===== config.mk =====
export PLATFORM = sky130hd
export DESIGN_NAME = vga_timing_ctrl
export DESIGN_NICKNAME = d
export VERILOG_FILES = /design/src/rtl/vga_timing_ctrl.sv
export SDC_FILE = /design/constraint.sdc
export NUM_CORES = 1
export LEC_CHECK = 0
export ABC_AREA = 1
export CAP_MARGIN = 30
export CORE_ASPECT_RATIO = 0.9
export CORE_MARGIN = 1
export CORE_UTILIZATION = 35
export DETAILED_ROUTE_END_ITERATION = 7
export PLACE_DENSITY_LB_ADDON = 0.15
export SLEW_MARGIN = 0
export SYNTH_ARGS = -nofsm -noshare
export SYNTH_HDL_FRONTEND = slang
export SYNTH_SLANG_ARGS = --single-unit

===== constraint.sdc =====
create_clock -name vga_clk -period 3.1 [get_ports vga_clk]
set_input_delay 0.93 -clock vga_clk [delete_from_list [all_inputs] [get_ports vga_clk]]
set_output_delay 0.93 -clock vga_clk [all_outputs]
set_load 0.005 [all_outputs]

===== src/rtl/vga_timing_ctrl.sv =====
// VGA raster timing generator. It counts the pixel raster, issues pixel-RAM reads one clock
// ahead, and re-aligns sync, blank and colour to the RAM read latency.
module vga_timing_ctrl #(
    parameter int H_ACTIVE = 640,
    parameter int H_SYNC   = 96,
    parameter int H_BP     = 48,
    parameter int H_FP     = 16,
    parameter int V_ACTIVE = 480,
    parameter int V_SYNC   = 2,
    parameter int V_BP     = 33,
    parameter int V_FP     = 10,
    parameter bit HS_POL   = 1'b0,
    parameter bit VS_POL   = 1'b0,
    parameter int RD_LAT   = 1,
    parameter int CW       = 4
) (
    input  logic            vga_clk,
    input  logic            rst,
    input  logic            en,
    input  logic [3*CW-1:0] d_in,
    output logic [9:0]      row_addr,
    output logic [10:0]     col_addr,
    output logic            rdn,
    output logic [CW-1:0]   r,
    output logic [CW-1:0]   g,
    output logic [CW-1:0]   b,
    output logic            hs,
    output logic            vs,
    output logic            blank,
    output logic            line_start,
    output logic            frame_start
);
    localparam int H_TOT = H_SYNC + H_BP + H_ACTIVE + H_FP;
    localparam int V_TOT = V_SYNC + V_BP + V_ACTIVE + V_FP;
    localparam int HW    = $clog2(H_TOT);
    localparam int VW    = $clog2(V_TOT);

    localparam logic [HW-1:0] H_LAST      = HW'(H_TOT - 1);
    localparam logic [HW-1:0] H_SYNC_END  = HW'(H_SYNC);
    localparam logic [HW-1:0] H_ACT_START = HW'(H_SYNC + H_BP);
    localparam logic [HW-1:0] H_ACT_END   = HW'(H_SYNC + H_BP + H_ACTIVE);
    localparam logic [VW-1:0] V_LAST      = VW'(V_TOT - 1);
    localparam logic [VW-1:0] V_SYNC_END  = VW'(V_SYNC);
    localparam logic [VW-1:0] V_ACT_START = VW'(V_SYNC + V_BP);
    localparam logic [VW-1:0] V_ACT_END   = VW'(V_SYNC + V_BP + V_ACTIVE);

    if (RD_LAT < 1 || RD_LAT > 4 ||
        H_ACTIVE < 1 || H_SYNC < 1 || H_BP < 1 || H_FP < 1 ||
        V_ACTIVE < 1 || V_SYNC < 1 || V_BP < 1 || V_FP < 1) begin : gen_param_check
        $fatal(1, "vga_timing_ctrl: RD_LAT must be 1..4 and every timing region non-empty");
    end

    typedef struct packed {
        logic act;
        logic hSync;
        logic vSync;
        logic lineSt;
        logic frameSt;
    } pixFlags_t;

    logic [HW-1:0] hc_q, hc_d;
    logic [VW-1:0] vc_q, vc_d;
    logic          hSyncRaw, vSyncRaw, hAct, vAct, act;
    logic [10:0]   colCalc;
    logic [9:0]    rowCalc;
    logic [9:0]    rowAddr_q, rowAddr_d;
    logic [10:0]   colAddr_q, colAddr_d;
    logic          rdn_q, rdn_d;
    pixFlags_t     flags_d;
    pixFlags_t     dl_q [RD_LAT];
    pixFlags_t     outFlags;
    logic [CW-1:0] r_q, g_q, b_q;
    logic          hs_q, vs_q, blank_q, lineStart_q, frameStart_q;

    // Raster counters; dropping en parks them at the origin so re-enabling starts a fresh frame.
    always_comb begin
        hc_d = hc_q;
        vc_d = vc_q;
        if (!en) begin
            hc_d = '0;
            vc_d = '0;
        end else if (hc_q == H_LAST) begin
            hc_d = '0;
            vc_d = (vc_q == V_LAST) ? '0 : vc_q + 1'b1;
        end else begin
            hc_d = hc_q + 1'b1;
        end
    end

    always_comb begin
        hSyncRaw = hc_q < H_SYNC_END;
        vSyncRaw = vc_q < V_SYNC_END;
        hAct     = (hc_q >= H_ACT_START) && (hc_q < H_ACT_END);
        vAct     = (vc_q >= V_ACT_START) && (vc_q < V_ACT_END);
        act      = hAct && vAct;
        colCalc  = 11'(hc_q) - 11'(H_SYNC + H_BP);
        rowCalc  = 10'(vc_q) - 10'(V_SYNC + V_BP);

        rowAddr_d = '0;
        colAddr_d = '0;
        rdn_d     = 1'b1;
        flags_d   = '0;
        if (en) begin
            rowAddr_d       = rowCalc;
            colAddr_d       = colCalc;
            rdn_d           = ~act;
            flags_d.act     = act;
            flags_d.hSync   = hSyncRaw;
            flags_d.vSync   = vSyncRaw;
            flags_d.lineSt  = act && (colCalc == '0);
            flags_d.frameSt = act && (colCalc == '0) && (rowCalc == '0);
        end
    end

    // Address stage plus a flag delay line matching the RAM latency, so the output stage sees
    // each pixel's flags on the same edge its RAM data arrives.
    always_ff @(posedge vga_clk or posedge rst) begin
        if (rst) begin
            hc_q      <= '0;
            vc_q      <= '0;
            rowAddr_q <= '0;
            colAddr_q <= '0;
            rdn_q     <= 1'b1;
            for (int i = 0; i < RD_LAT; i++) dl_q[i] <= '0;
        end else begin
            hc_q      <= hc_d;
            vc_q      <= vc_d;
            rowAddr_q <= rowAddr_d;
            colAddr_q <= colAddr_d;
            rdn_q     <= rdn_d;
            dl_q[0]   <= flags_d;
            for (int i = 1; i < RD_LAT; i++) dl_q[i] <= dl_q[i-1];
        end
    end

    assign outFlags = dl_q[RD_LAT-1];

    always_ff @(posedge vga_clk or posedge rst) begin
        if (rst) begin
            r_q          <= '0;
            g_q          <= '0;
            b_q          <= '0;
            hs_q         <= ~HS_POL;
            vs_q         <= ~VS_POL;
            blank_q      <= 1'b1;
            lineStart_q  <= 1'b0;
            frameStart_q <= 1'b0;
        end else begin
            hs_q         <= outFlags.hSync ? HS_POL : ~HS_POL;
            vs_q         <= outFlags.vSync ? VS_POL : ~VS_POL;
            blank_q      <= ~outFlags.act;
            lineStart_q  <= outFlags.lineSt;
            frameStart_q <= outFlags.frameSt;
            if (outFlags.act) begin
                {b_q, g_q, r_q} <= d_in;
            end else begin
                {b_q, g_q, r_q} <= '0;
            end
        end
    end

    assign row_addr    = rowAddr_q;
    assign col_addr    = colAddr_q;
    assign rdn         = rdn_q;
    assign r           = r_q;
    assign g           = g_q;
    assign b           = b_q;
    assign hs          = hs_q;
    assign vs          = vs_q;
    assign blank       = blank_q;
    assign line_start  = lineStart_q;
    assign frame_start = frameStart_q;

endmodule


=== Word-level counts from Yosys, hierarchy flattened ===
Cells that the tools add are included.

* Bits in registers: 64
* Input port bits: 15
* Output and inout bits: 39
* Logic and storage cells: 54

* Add/sub/neg operators: 4
* Magnitude comparators: 6
* Equal/unequal tests: 3
* Mux-type cells: 14
* Bitwise operators: 2
* Reductions and logical operators: 7

{| class="wikitable"
|+ Operator list
! operator !! number
|-
| $mux W10 || 6
|-
| $add A10 B1 Y10 const B || 2
|-
| $eq A10 B10 Y1 const B || 2
|-
| $lt A10 B10 Y1 const B || 2
|-
| $mux W4 || 3
|-
| $logic_not A11 Y1 || 1
|-
| $mux W11 || 1
|-
| $sub A10 B8 Y11 const B || 1
|-
| $ge A10 B6 Y1 const B || 1
|-
| $ge A10 B8 Y1 const B || 1
|-
| $logic_not A10 Y1 || 1
|-
| $lt A10 B2 Y1 const B || 1
|-
| $lt A10 B7 Y1 const B || 1
|-
| $sub A10 B6 Y10 const B || 1
|-
| $logic_and A1 B1 Y1 || 5
|-
| $mux W5 || 1
|-
| $mux W1 || 3
|-
| $ne A2 B1 Y1 const B || 1
|-
| $not A1 Y1 || 2
|}

=== Depth between registers and ports, before layout ===
Gate-level depths: netlist of run 1.

* Depth in word-level cells: 6
* Mapped depth: 11

=== Least setup slack after synthesis of run 1 ===
Ideal clock, no wire load.

* Kind: in2reg
* From: input en
* To: register dl_q[3] (netlist bit)
* Arrival time: 1421 ps
* Required time: 2975 ps
* Slack: 1553 ps
* Stages on the path: 2
* Path buffers: 0
* Path through: clkinv_1 a2111oi_0

{| class="wikitable"
|+ RTL lines
! what !! line !! source
|-
| start, declared || 19 || <nowiki>input logic en,</nowiki>
|-
| end, declared || 70 || <nowiki>pixFlags_t dl_q [RD_LAT];</nowiki>
|}

=== Worst setup path in the final report of run 1 ===
* From: register vs_q (netlist: vs)
* To: output vs

{| class="wikitable"
|+ RTL lines
! what !! line !! source
|-
| start, declared || 73 || <nowiki>logic hs_q, vs_q, blank_q, lineStart_q, frameStart_q;</nowiki>
|-
| start signal, assigned || 144 || <nowiki>vs_q <= ~VS_POL;</nowiki>
|-
| start signal, assigned || 150 || <nowiki>vs_q <= outFlags.vSync ? VS_POL : ~VS_POL;</nowiki>
|-
| end, declared || 28 || <nowiki>output logic vs,</nowiki>
|}

No word-level cell between the ends.

==> results, run 1 <==
- The run finished with clean final reports.
- For this run, the number of standard cells in the final layout without fillers is between 400 and 500.
- The root buffer cell is sky130_fd_sc_hd__clkbuf_8.
- The kind of cell with the highest combined delay on the critical path is flip-flops.
- The vertical die dimension is a little under 90 um.
- The final non-filler cell area is 0.00370 mm^2.
- The static leakage is 1.93 nW.
- Before antenna repair, the detailed router went through 4 iterations.
- The placed instances occupy a cell area of between 0.003 and 0.004 mm^2.
- The first global-routing pass estimated 10100 um of wire.
- The final critical-path setup slack is 814 ps.
- The worst clock skew is 8.65 ps.
- The count of endpoints failing setup in the final report is 0.
- The routed layout has 2217 vias.
- The final critical path takes up 73.7% of the cycle.
- After technology mapping, the gate count stands at 334.
- The via count normalized by instance count is 4.47.
- The max-slew violation count was 0.
- Traced cell by cell, the critical path runs through clkdlybuf4s50_1.
- between 50 and 60 I/O pins were placed.
- The total overflow left after global routing is 0.
- The classification of the worst-slack hold path is flop to flop.
- The count of flip-flops with a built-in enable after synthesis is 0.
- The maximum number of buffers from clock root to sink is 2.
- The count of yosys warnings during synthesis is 0.
- The count of instances resized after the clock tree is built is 0.
- The H-tree depth is 3.
- The post-layout minimum cycle time is 2290 ps.
- The number of clock buffers added by TritonCTS is 9.
- The critical path data arrival time is 1360 ps.
- The critical path is of the flop to primary output type.
- The part of the power in registers is between 40% and 50%.
- For this run, the leading register cell type out of synthesis is sky130_fd_sc_hd__dfrtp_1.
- In this run the core area contains 30 standard-cell rows.
- The net count after synthesis is ~360.
- Across the run, the number of max-cap violations was 0.
- The slew at the pin closest to its max-slew limit is 631 ps.
- Total power for the finished layout comes to 1.75 mW.
- The routed design has 5690 um of wire.
- The net switching power figure is 0.373 mW.
- Of all nets on the critical path, the largest fanout is 1.
- The antenna diode count is 0.
- The worst setup path is launched from a flop.
- The mapped cell area is around 0.0028 mm^2.
- The detailed router finished its first iteration with between 100 and 150 violations.
- Static timing analysis puts the maximum clock frequency at 438 MHz.
- The switching share of power is 21.3%.
- The overall track demand over capacity in global routing is approximately 15%.
- Entering global routing, the biggest net connects 37 pins.
- The placeable core region is 0.00769 mm^2.
- The clock net sink count is 64.
- TritonCTS built the clock tree.
- The synthesized netlist contains 28 unique library cells.
- The share of flip-flops with an asynchronous set or reset after synthesis is 100%.
- Synthesis inferred 64 register bits.
- The number of buffer and inverter stages on the critical path is 1.
- The critical path's largest stage delay is 520 ps.
- The last weighted congestion value of the routability-driven placer is 0.831.
- Dividing total power by cell area gives a power density of 473 mW/mm^2.
- The final net count is 418.
- The worst slew margin relative to its limit is between 50 and 60%.
- The via count of the first global-routing pass is roughly 2.2k.
- STA classifies the critical path endpoint as a primary output.
- Among all stages on the critical path, the largest delay is contributed by sky130_fd_sc_hd__dfstp_2.
- The number of setup buffers added after CTS is 0.
- Final hold analysis gives a worst-case slack of 350 ps.
- Setup repair after global routing left no endpoint under its margin.
- The final count of hold timing violations is 0.
- The clock-pin slew on the worst setup and hold paths is 70 ps.
- The initial antenna violation count is 0.
- The worst-case vdd ir drop is 294 uV.
- The count of hold-fix buffers inserted at cts is 0.
- The initial standard-cell utilization of the core is 36.9%.
- The data required time of the critical path is 2170 ps.
- The average instance in the mapped netlist occupies 8.50 um^2.
- The share of post-route cells with drive strength above 1 is about 8.0%.
- In this run the tool buffered the top-level ports with 53 buffer cells.
- The fraction of power consumed by the clock network is 45.3%.
- The floorplan step set the die width to 96.9 um.
- Relative to the synthesized area, the layout overhead comes to 30.3%.
- The worst setup slack after placement is 529 ps.
- Summed over all failing endpoints, the final setup total negative slack is 0 ps.
- The total DRC errors in the routed layout is 0.
- The post-detailed-route count of antenna-violating nets is 0.
- The floorplan step defined a die boundary enclosing 0.00847 mm^2.
- At the end of the flow the core is filled with cells to 48.1%.
- The internal power of the cells totals ~1.4 mW.
- Once placement completed, the tool counted placed cells totaling 480.
- The average wire length per cell after detail routing is 11.5 um.
- The clock latency on the worst-skew pair is 340 ps.
- Combinational logic burns under 10% of the power.
- The HPWL reported at the end of detailed placement is 4160 um.
- After synthesis, flip-flops and latches occupy 56.6% of the total area.
worst paths after layout:
kind | cells past startpoint | to | slack [ps] | start
worst min-delay path | 0 | line_start | 350 | dl_q[1]
worst min register to register | 0 | line_start | 350 | dl_q[1]
max in group asynchronous | 3 | col_addr[3] | 1710 | rst
worst max-delay path | 1 | vs | 810 | vs
min in group asynchronous | 2 | b[3] | 760 | rst
worst max register to register | 8 | vc_q[6] | 1420 | hc_q[0]
power groups by stage:
stage	Sequential, mW	Clock [mW]	Combinational, mW
finish	0.861	0.792	0.0956
detailed placement	0.877	0	0.0978
CTS	0.861	0.823	0.0986
global placement	0.876	0	0.0980
floorplan	0.877	0	0.0371
global route	0.862	0.859	0.108
synthesized netlist by cell type (4+ instances only):
| master | n | area, um^2 |
|---|---|---|
| sky130_fd_sc_hd__nand4_1 | 5 | 31.3 |
| sky130_fd_sc_hd__nand2_1 | 90 | 338 |
| sky130_fd_sc_hd__ha_1 | 8 | 100 |
| sky130_fd_sc_hd__inv_1 | 53 | 199 |
| sky130_fd_sc_hd__nand3_1 | 14 | 70.1 |
| sky130_fd_sc_hd__nor3_1 | 4 | 20.0 |
| sky130_fd_sc_hd__dfrtp_1 | 60 | 1500 |
| sky130_fd_sc_hd__o21ai_0 | 8 | 40.0 |
| sky130_fd_sc_hd__a21oi_1 | 13 | 65.1 |
| sky130_fd_sc_hd__dfstp_2 | 4 | 105 |
| sky130_fd_sc_hd__xor2_1 | 5 | 43.8 |
| sky130_fd_sc_hd__nor2_1 | 50 | 188 |
layout by cell type (no fill, tap or decap), types with 2 or more instances in the layout:
cell type / instances
sky130_fd_sc_hd__clkdlybuf4s50_1: 53
sky130_fd_sc_hd__a21oi_1: 13
sky130_fd_sc_hd__xor2_1: 5
sky130_fd_sc_hd__bufinv_16: 2
sky130_fd_sc_hd__dfstp_2: 4
sky130_fd_sc_hd__dfrtp_1: 60
sky130_fd_sc_hd__ha_1: 8
sky130_fd_sc_hd__nor3_1: 4
sky130_fd_sc_hd__buf_4: 3
sky130_fd_sc_hd__nand4_1: 5
sky130_fd_sc_hd__clkbuf_8: 10
sky130_fd_sc_hd__nand2_1: 90
sky130_fd_sc_hd__nand3_1: 14
sky130_fd_sc_hd__o21ai_0: 8
sky130_fd_sc_hd__nor2_2: 2
sky130_fd_sc_hd__inv_1: 52
sky130_fd_sc_hd__inv_2: 2
sky130_fd_sc_hd__nor2_1: 50
sky130_fd_sc_hd__clkinv_2: 2
layer usage:
metal	part of all wire [%]	up-vias	track usage, %
li1	-	1136	-
met1	50	1011	19.9
met2	42	60	23.1
met3	6.1	10	5.38
met4	1.4	0	7.06
met5	0	-	0
sequential cells by signal (all words and copies together) (netlist names):
register	cells
hc_q	10
vs	1
blank	1
row_addr	10
b	4
g	4
r	4
dl_q	5
col_addr	11
hs	1
frame_start	1
vc_q	10
line_start	1
rdn	1
area by class of cell:
type / instances / area [um^2]
clock inverters: 5 / 78.8
multi-input cells: 208 / 986
well taps: 96 / 120
repair buffers: 56 / 553
flip-flops and latches: 64 / 1610
clock buffers: 11 / 141
inverters: 56 / 213
fillers: 731 / 4000
logic make-up (layout without fill, tap and decap cells):
| family | count (synthesis) | after routing | share of synthesized area, % |
|---|---|---|---|
| buffers and inverters | 62 | 128 | 8.64 |
| AND/OR/NAND/NOR | 171 | 171 | 25.2 |
| adder cells (fa/ha/maj) | 8 | 8 | 3.53 |
| XOR/XNOR | 5 | 5 | 1.54 |
| flip-flops | 64 | 64 | 56.6 |
| AO/OA/AOI/OAI | 24 | 24 | 4.50 |
No activity file was read; power rests on OpenSTA's default activity.
==> run 2: changes to the inputs <==
clock period = 2.2 ns   (was 3.1 ns; I/O delays follow)
==> run 2 against run 1 <==
Net effect: global-route usage rose by 0.25 points; register-to-register slack lost 890 ps; wire length is 1.7% higher; combinational power is 49% higher; clock skew hardly changed; worst setup slack worse by 640 ps; non-clock buffer count is 3 higher; via count rose by 0.45%; total power up 32%; largest cell class unchanged.
==> results, run 2 (synthesis results as in run 1) <==
- The last weighted congestion value of the routability-driven placer is 0.840 (was 0.831).
- The total wire length is 5790 um (was 5690 um).
- The amount of wire on met2 after detailed routing came to 2400 um (was 2410 um).
- The final total power is 2.30 mW (was 1.75 mW).
- The root buffer cell was sky130_fd_sc_hd__clkbuf_8 (unchanged).
- The count of hold-fix buffers inserted at cts is 0 (unchanged).
- The max-cap check violation count is 0 (unchanged).
- The worst slew margin relative to its limit was 70.6% (was 57.8%).
- The post-CTS setup repair buffer count is 0 (unchanged).
- The final non-filler cell area is 0.00371 mm^2 (was 0.00370 mm^2).
- The element type at the critical path start is a flop (unchanged).
- The total DRC errors in the routed layout came to 0 (unchanged).
- The most common cell after layout, fill and taps aside is sky130_fd_sc_hd__nand2_1 (unchanged).
- The clock-pin slew on the worst setup and hold paths is 70 ps (about the same).
- The final count of hold timing violations is 0 (unchanged).
- The type of destination of the critical path was a primary output (unchanged).
- The worst clock skew is 8.77 ps (was 8.65 ps).
- The HPWL reported at the end of detailed placement is 4280 um (was 4160 um).
- The wire length on met3 is 338 um (was 345 um).
- The end point of the critical path is blank (was vs).
- The overall track demand over capacity in global routing is 15.6% (was 15.3%).
- The max-slew violation count is 0 (unchanged).
- The post-route core utilization came to 48.2% (was 48.1%).
- The internal power contribution is 1.75 mW (was 1.38 mW).
- The share of post-route cells with drive strength above 1 is 8.93% (was 8.00%).
- The critical path depth in cells is 1 (unchanged).
- The clock latency on the worst-skew pair is 350 ps (was 340 ps).
- Setup repair after global routing missed its margin: false (unchanged).
- The register-to-register setup slack is 530 ps (was 1420 ps).
- The final total negative setup slack came to 0 ps (unchanged).
- The met1 layer wirelength in the final routing is 2950 um (was 2860 um).
- The clock tree from TritonCTS is built (unchanged).
- The critical path's largest stage delay is 510 ps (was 520 ps).
- The start point of the critical path is blank (was vs).
- The total I/O pin count is 54 (unchanged).
- The final net count came to 421 (was 418).
- The largest net degree at the start of global routing was 22 (was 37).
- Most frequent cells in the layout: sky130_fd_sc_hd__nand2_1 (90), sky130_fd_sc_hd__dfrtp_1 (60), sky130_fd_sc_hd__clkdlybuf4s50_1 (53) (unchanged).
- The fraction of power consumed by the clock network is 41.1% (was 45.3%).
- The area enclosed by the die boundary is 0.00847 mm^2 (unchanged).
- The terminus of the critical flop-to-flop path is vc_q[6] (unchanged).
- The number of buffer and inverter stages on the critical path is 1 (unchanged).
- The placement-stage cell area is 0.00352 mm^2 (was 0.00348 mm^2).
- The H-tree depth came to 3 (unchanged).
- The area added between synthesis and finish is 30.6% (was 30.3%).
- The number of search-and-repair iterations in the first detailed-routing pass is 4 (unchanged).
- The via count of the first global-routing pass is 2175 (was 2165).
- Outcome: completed (unchanged).
- The die boundary width is 96.9 um (unchanged).
- The highest signal layer in the routed design is met4 (unchanged).
- The post-detailed-route count of antenna-violating nets is 0 (unchanged).
- The initial antenna violation count was 0 (unchanged).
- The share of power burned in combinational logic is 6.2% (was 5.5%).
- The highest clock rate is 495 MHz.
- The post-layout minimum cycle time is 2020 ps.
- The data required time of the critical path is 1540 ps (was 2170 ps).
- The total congestion overflow is 0 (unchanged).
- The first-pass GRT wire length is 10200 um (was 10100 um).
- The count of instances resized after the clock tree is built came to 0 (unchanged).
- The critical path's slowest cell is sky130_fd_sc_hd__dfstp_2 (unchanged).
- The total power density per cell area was 621 mW/mm^2 (was 473 mW/mm^2).
- The switching share of power is 23.9% (was 21.3%).
- The flip-flop count of the largest register, all copies and words added came to 11 (unchanged).
- The initial standard-cell utilization of the core is 36.9% (unchanged).
- The count of input and output buffers came to 53 (unchanged).
- The antenna diode count is 0 (unchanged).
- The net switching power figure is 0.550 mW (was 0.373 mW).
- The clock net sink count is 64 (unchanged).
- The largest fanout on the critical path is 1 (unchanged).
- The average wire length per cell after detail routing is 11.6 um (was 11.5 um).
- The number of vias in the routed layout is 2227 (was 2217).
- The static leakage is 1.93 nW (about the same).
- The logic depth of the worst register-to-register path is 8 (unchanged).
- The classification of the worst-slack hold path is flop to flop (unchanged).
- The launch instance of the worst register-to-register path was hc_q[0] (unchanged).
- The vertical die dimension is 87.4 um (unchanged).
- The count of endpoints failing setup in the final report is 0 (unchanged).
- The number of buffers inserted during clock tree synthesis is 9 (unchanged).
- The final period utilization is between 90% and 100%.
- The kind of cell with the highest combined delay on the critical path is flip-flops (unchanged).
- The smallest hold slack is 344 ps (was 350 ps).
- The placeable core region was 0.00769 mm^2 (unchanged).
- The maximum number of buffers from clock root to sink is 2 (unchanged).
- The critical path data arrival time is 1360 ps (about the same).
- Cell chain of the critical path: clkdlybuf4s50_1 (unchanged).
- The slew at the pin closest to its max-slew limit is 440 ps (was 631 ps).
- The number of design-rule violations left by the first detailed-router iteration is 110 (was 106).
- The part of the power in registers was 52.7% (was 49.2%).
- The worst-case vdd ir drop is 287 uV (was 294 uV).
- The via count normalized by instance count is 4.46 (was 4.47).
- The critical path class is flop to primary output (unchanged).
- The site row count is 30 (unchanged).
==> run 2: changes by cell type in the layout (fill, tap and decap cells not counted) <==
cell	change
sky130_fd_sc_hd__inv_6	+1
sky130_fd_sc_hd__clkbuf_8	+1
sky130_fd_sc_hd__clkinv_2	-1
sky130_fd_sc_hd__bufinv_16	-2
sky130_fd_sc_hd__inv_2	-1
sky130_fd_sc_hd__clkinv_4	+1
sky130_fd_sc_hd__clkbuf_1	-1
sky130_fd_sc_hd__buf_4	+2
sky130_fd_sc_hd__clkinvlp_4	+2
sky130_fd_sc_hd__buf_12	+1
==> run 2: cell type report <==
cell class | instances | area, um^2
clock inverter | 5 | 38.8
clock buffer | 11 | 151
inverter | 56 | 216
tap | 96 | 120
multi-input combinational | 208 | 986
sequential | 64 | 1610
fill | 772 | 3990
timing repair buffer | 59 | 588
==> run 2: per-layer routing <==
layer / vias to the layer above / GRT usage [%]
li1: 1144 / -
met1: 996 / 20.7
met2: 78 / 23.2
met3: 9 / 4.74
met4: 0 / 7.73
met5: - / 0
==> run 2: worst min-delay path by stage <==
stage	start	end	slack (ps)	cells after the start
floorplan	dl_q[0]	frame_start	330	0
global placement	dl_q[1]	line_start	340	0
detailed placement	dl_q[0]	frame_start	340	0
CTS	dl_q[0]	frame_start	350	0
global route	dl_q[0]	frame_start	350	0
finish	dl_q[0]	frame_start	340	0
==> run 2: power groups by stage <==
stage | registers [mW] | logic (mW) | clock network, mW
detailed placement | 1.24 | 0.144 | 0
global route | 1.22 | 0.159 | 1.05
finish | 1.21 | 0.142 | 0.947
CTS | 1.21 | 0.146 | 0.998
floorplan | 1.24 | 0.0526 | 0
global placement | 1.23 | 0.145 | 0
==> run 2: per-stage QoR <==
step	cells	worst slack (ps)
6_report	499	179
4_1_cts	499	148
3_3_place_gp	483	242
2_1_floorplan	334	773
5_1_grt	499	119
3_5_place_dp	483	214
==> run 3: changes to the inputs <==
CAP_MARGIN = 0   (was 30)
CORE_UTILIZATION = 50   (was 35)
==> run 3 against run 2 <==
Net effect: sequential power is essentially flat; sequential share of layout area increased by 0.35 points; non-clock buffer count fell by 1; largest cell class unchanged; critical endpoint is now rdn; wire length fell by 8.0%; count of clock-buffer cells in the layout rose by 2; worst setup slack better by 9.7 ps; cell count fell by 6.0%.
==> results, run 3 (synthesis results as in run 1) <==
- The classification of the worst-slack hold path is flop to flop (unchanged).
- The total congestion overflow is 0 (unchanged).
- The number of buffer and inverter stages on the critical path is 1 (unchanged).
- The largest net degree at the start of global routing is 45 (was 22).
- Cell chain of the critical path: clkdlybuf4s50_1 (unchanged).
- The post-detailed-route count of antenna-violating nets is 0 (unchanged).
- The number of design-rule violations left by the first detailed-router iteration is 105 (was 110).
- The count of instances resized after the clock tree is built is 0 (unchanged).
- The area of the multi-input gates was 986 um^2 (unchanged).
- The number of filler cells placed in the layout is 432 (was 772).
- Setup repair after global routing missed its margin: false (unchanged).
- The initial antenna violation count came to 0 (unchanged).
- The highest clock rate is 497 MHz (was 495 MHz).
- The slew at the pin closest to its max-slew limit is 386 ps (was 440 ps).
- The maximum number of buffers from clock root to sink is 2 (unchanged).
- The max-slew violation count is 0 (unchanged).
- The final period utilization came to 91.4% (was 91.9%).
- The clock net sink count is 64 (unchanged).
- The final net count came to 420 (was 421).
- The total I/O pin count is 54 (unchanged).
- The antenna diode count is 0 (unchanged).
- Most frequent cells in the layout: sky130_fd_sc_hd__nand2_1 (90), sky130_fd_sc_hd__dfrtp_1 (60), sky130_fd_sc_hd__clkdlybuf4s50_1 (53) (unchanged).
- The max-cap check violation count is 0 (unchanged).
- The count of hold-fix buffers inserted at cts is 0 (unchanged).
- The first-pass GRT wire length is 9240 um (was 10200 um).
- The element type at the critical path start is a flop (unchanged).
- The count of input and output buffers is 53 (unchanged).
- The post-layout minimum cycle time came to 2010 ps (was 2020 ps).
- The total wire length is 5330 um (was 5790 um).
- The area added between synthesis and finish is 29.6% (was 30.6%).
- The total power density per cell area is 632 mW/mm^2 (was 621 mW/mm^2).
- The data required time of the critical path is 1540 ps (about the same).
- The clock-pin slew on the worst setup and hold paths is 60 ps (was 70 ps).
- The overall track demand over capacity in global routing came to 21.0% (was 15.6%).
- The type of destination of the critical path is a primary output (unchanged).
- The via count normalized by instance count is 4.68 (was 4.46).
- The flip-flop count of the largest register, all copies and words added is 11 (unchanged).
- The number of placed instances with taps included is 453 (was 483).
- The critical path's slowest cell is sky130_fd_sc_hd__dfstp_2 (unchanged).
- The placeable core region is 0.00535 mm^2 (was 0.00769 mm^2).
- The kind of cell with the highest combined delay on the critical path was flip-flops (unchanged).
- The average wire length per cell after detail routing is 11.4 um (was 11.6 um).
- The critical path data arrival time is 1350 ps (was 1360 ps).
- The worst-case vdd ir drop was 531 uV (was 287 uV).
- The final count of hold timing violations was 0 (unchanged).
- The number of search-and-repair iterations in the first detailed-routing pass is 4 (unchanged).
- The final total negative setup slack is 0 ps (unchanged).
- Outcome: completed (unchanged).
- The clock latency on the worst-skew pair came to 340 ps (was 350 ps).
- The largest fanout on the critical path is 1 (unchanged).
- The critical path's largest stage delay is 530 ps (was 510 ps).
- The count of endpoints failing setup in the final report is 0 (unchanged).
- The vertical die dimension is 73.5 um (was 87.4 um).
- The clock tree from TritonCTS is built (unchanged).
- The root buffer cell is sky130_fd_sc_hd__clkbuf_8 (unchanged).
- The via count of the first global-routing pass came to 2093 (was 2175).
- The H-tree depth is 3 (unchanged).
- The most common cell after layout, fill and taps aside is sky130_fd_sc_hd__nand2_1 (unchanged).
- The critical path class is flop to primary output (unchanged).
- The worst slew margin relative to its limit is 73.6% (was 70.6%).
- The share of post-route cells with drive strength above 1 is 7.96% (was 8.93%).
- The number of buffers inserted during clock tree synthesis is 9 (unchanged).
- The last weighted congestion value of the routability-driven placer is 0.909 (was 0.840).
- The area used by sequential logic in the layout is 0.00161 mm^2 (unchanged).
- The smallest hold slack is 350 ps (was 344 ps).
- The worst clock skew was 7.70 ps (was 8.77 ps).
- The total DRC errors in the routed layout is 0 (unchanged).
- The static leakage is 1.93 nW (about the same).
- The HPWL reported at the end of detailed placement is 3900 um (was 4280 um).
- The site row count is 25 (was 30).
- The die boundary width is 81.4 um (was 96.9 um).
- The number of vias in the routed layout is 2197 (was 2227).
- The initial standard-cell utilization of the core came to 53.1% (was 36.9%).
- The post-CTS setup repair buffer count is 0 (unchanged).
- The final cell count without fillers is 469 (was 499).
- The area enclosed by the die boundary is 0.00598 mm^2 (was 0.00847 mm^2).
==> run 3: through the flow <==
stage               worst slack [ps]  cell area, um^2  power (mW)  utilization [%]
floorplan                        773             2840        1.29                -
global placement                 254             3490        1.38             65.2
detailed placement               204             3490        1.38             65.2
CTS                              166             3680        2.36             68.7
global route                     132             3680        2.42             68.7
finish                           189             3680        2.32             68.7
==> run 3: path summary, 6_finish.rpt <==
path | cells past startpoint | slack (ps) | from | endpoint
setup / recovery | 1 | 190 | rdn | rdn
hold / removal | 0 | 350 | dl_q[1] | line_start
setup reg to reg | 8 | 530 | hc_q[0] | vc_q[8]
hold reg to reg | 0 | 350 | dl_q[1] | line_start
max in group asynchronous | 3 | 1240 | rst | vc_q[2]
min in group asynchronous | 3 | 710 | rst | b[3]
==> run 3: where the power goes <==
group | total [mW] | switching (mW) | internal (mW) | leakage (nW)
Combinational | 0.141 | 0.0661 | 0.0745 | 0.994
Sequential | 1.21 | 0.0110 | 1.20 | 0.840
Clock | 0.969 | 0.416 | 0.553 | 0.0936
Total | 2.32 | 0.493 | 1.83 | 1.93
==> run 3: cell type report <==
type / count / area share (%)
Tap cell: 67 / 2.28
Clock inverter: 3 / 1.16
Timing Repair Buffer: 58 / 16.1
Sequential cell: 64 / 43.7
Clock buffer: 13 / 4.05
Inverter: 56 / 5.89
Multi-Input combinational cell: 208 / 26.8
==> run 3: worst reg2reg max path: stages (launching register included) <==
cell	delay [ps]
sky130_fd_sc_hd__dfrtp_1	450
sky130_fd_sc_hd__ha_1	220
sky130_fd_sc_hd__nand2_2	80
sky130_fd_sc_hd__nor2_4	140
sky130_fd_sc_hd__nand4_2	150
sky130_fd_sc_hd__nand2_4	220
sky130_fd_sc_hd__nand2_1	180
sky130_fd_sc_hd__nand2_1	90
sky130_fd_sc_hd__a21oi_1	40
==> run 3: metal layers <==
metal | wire (um) | part of all wire [%] | GRT usage, % | vias to the layer above
met5 | 0 | 0 | 0 | -
met4 | 86 | 1.6 | 7.74 | 0
met3 | 474 | 8.9 | 8.82 | 10
met2 | 2260 | 42 | 31.6 | 73
met1 | 2510 | 47 | 27.0 | 979
li1 | - | - | - | 1135
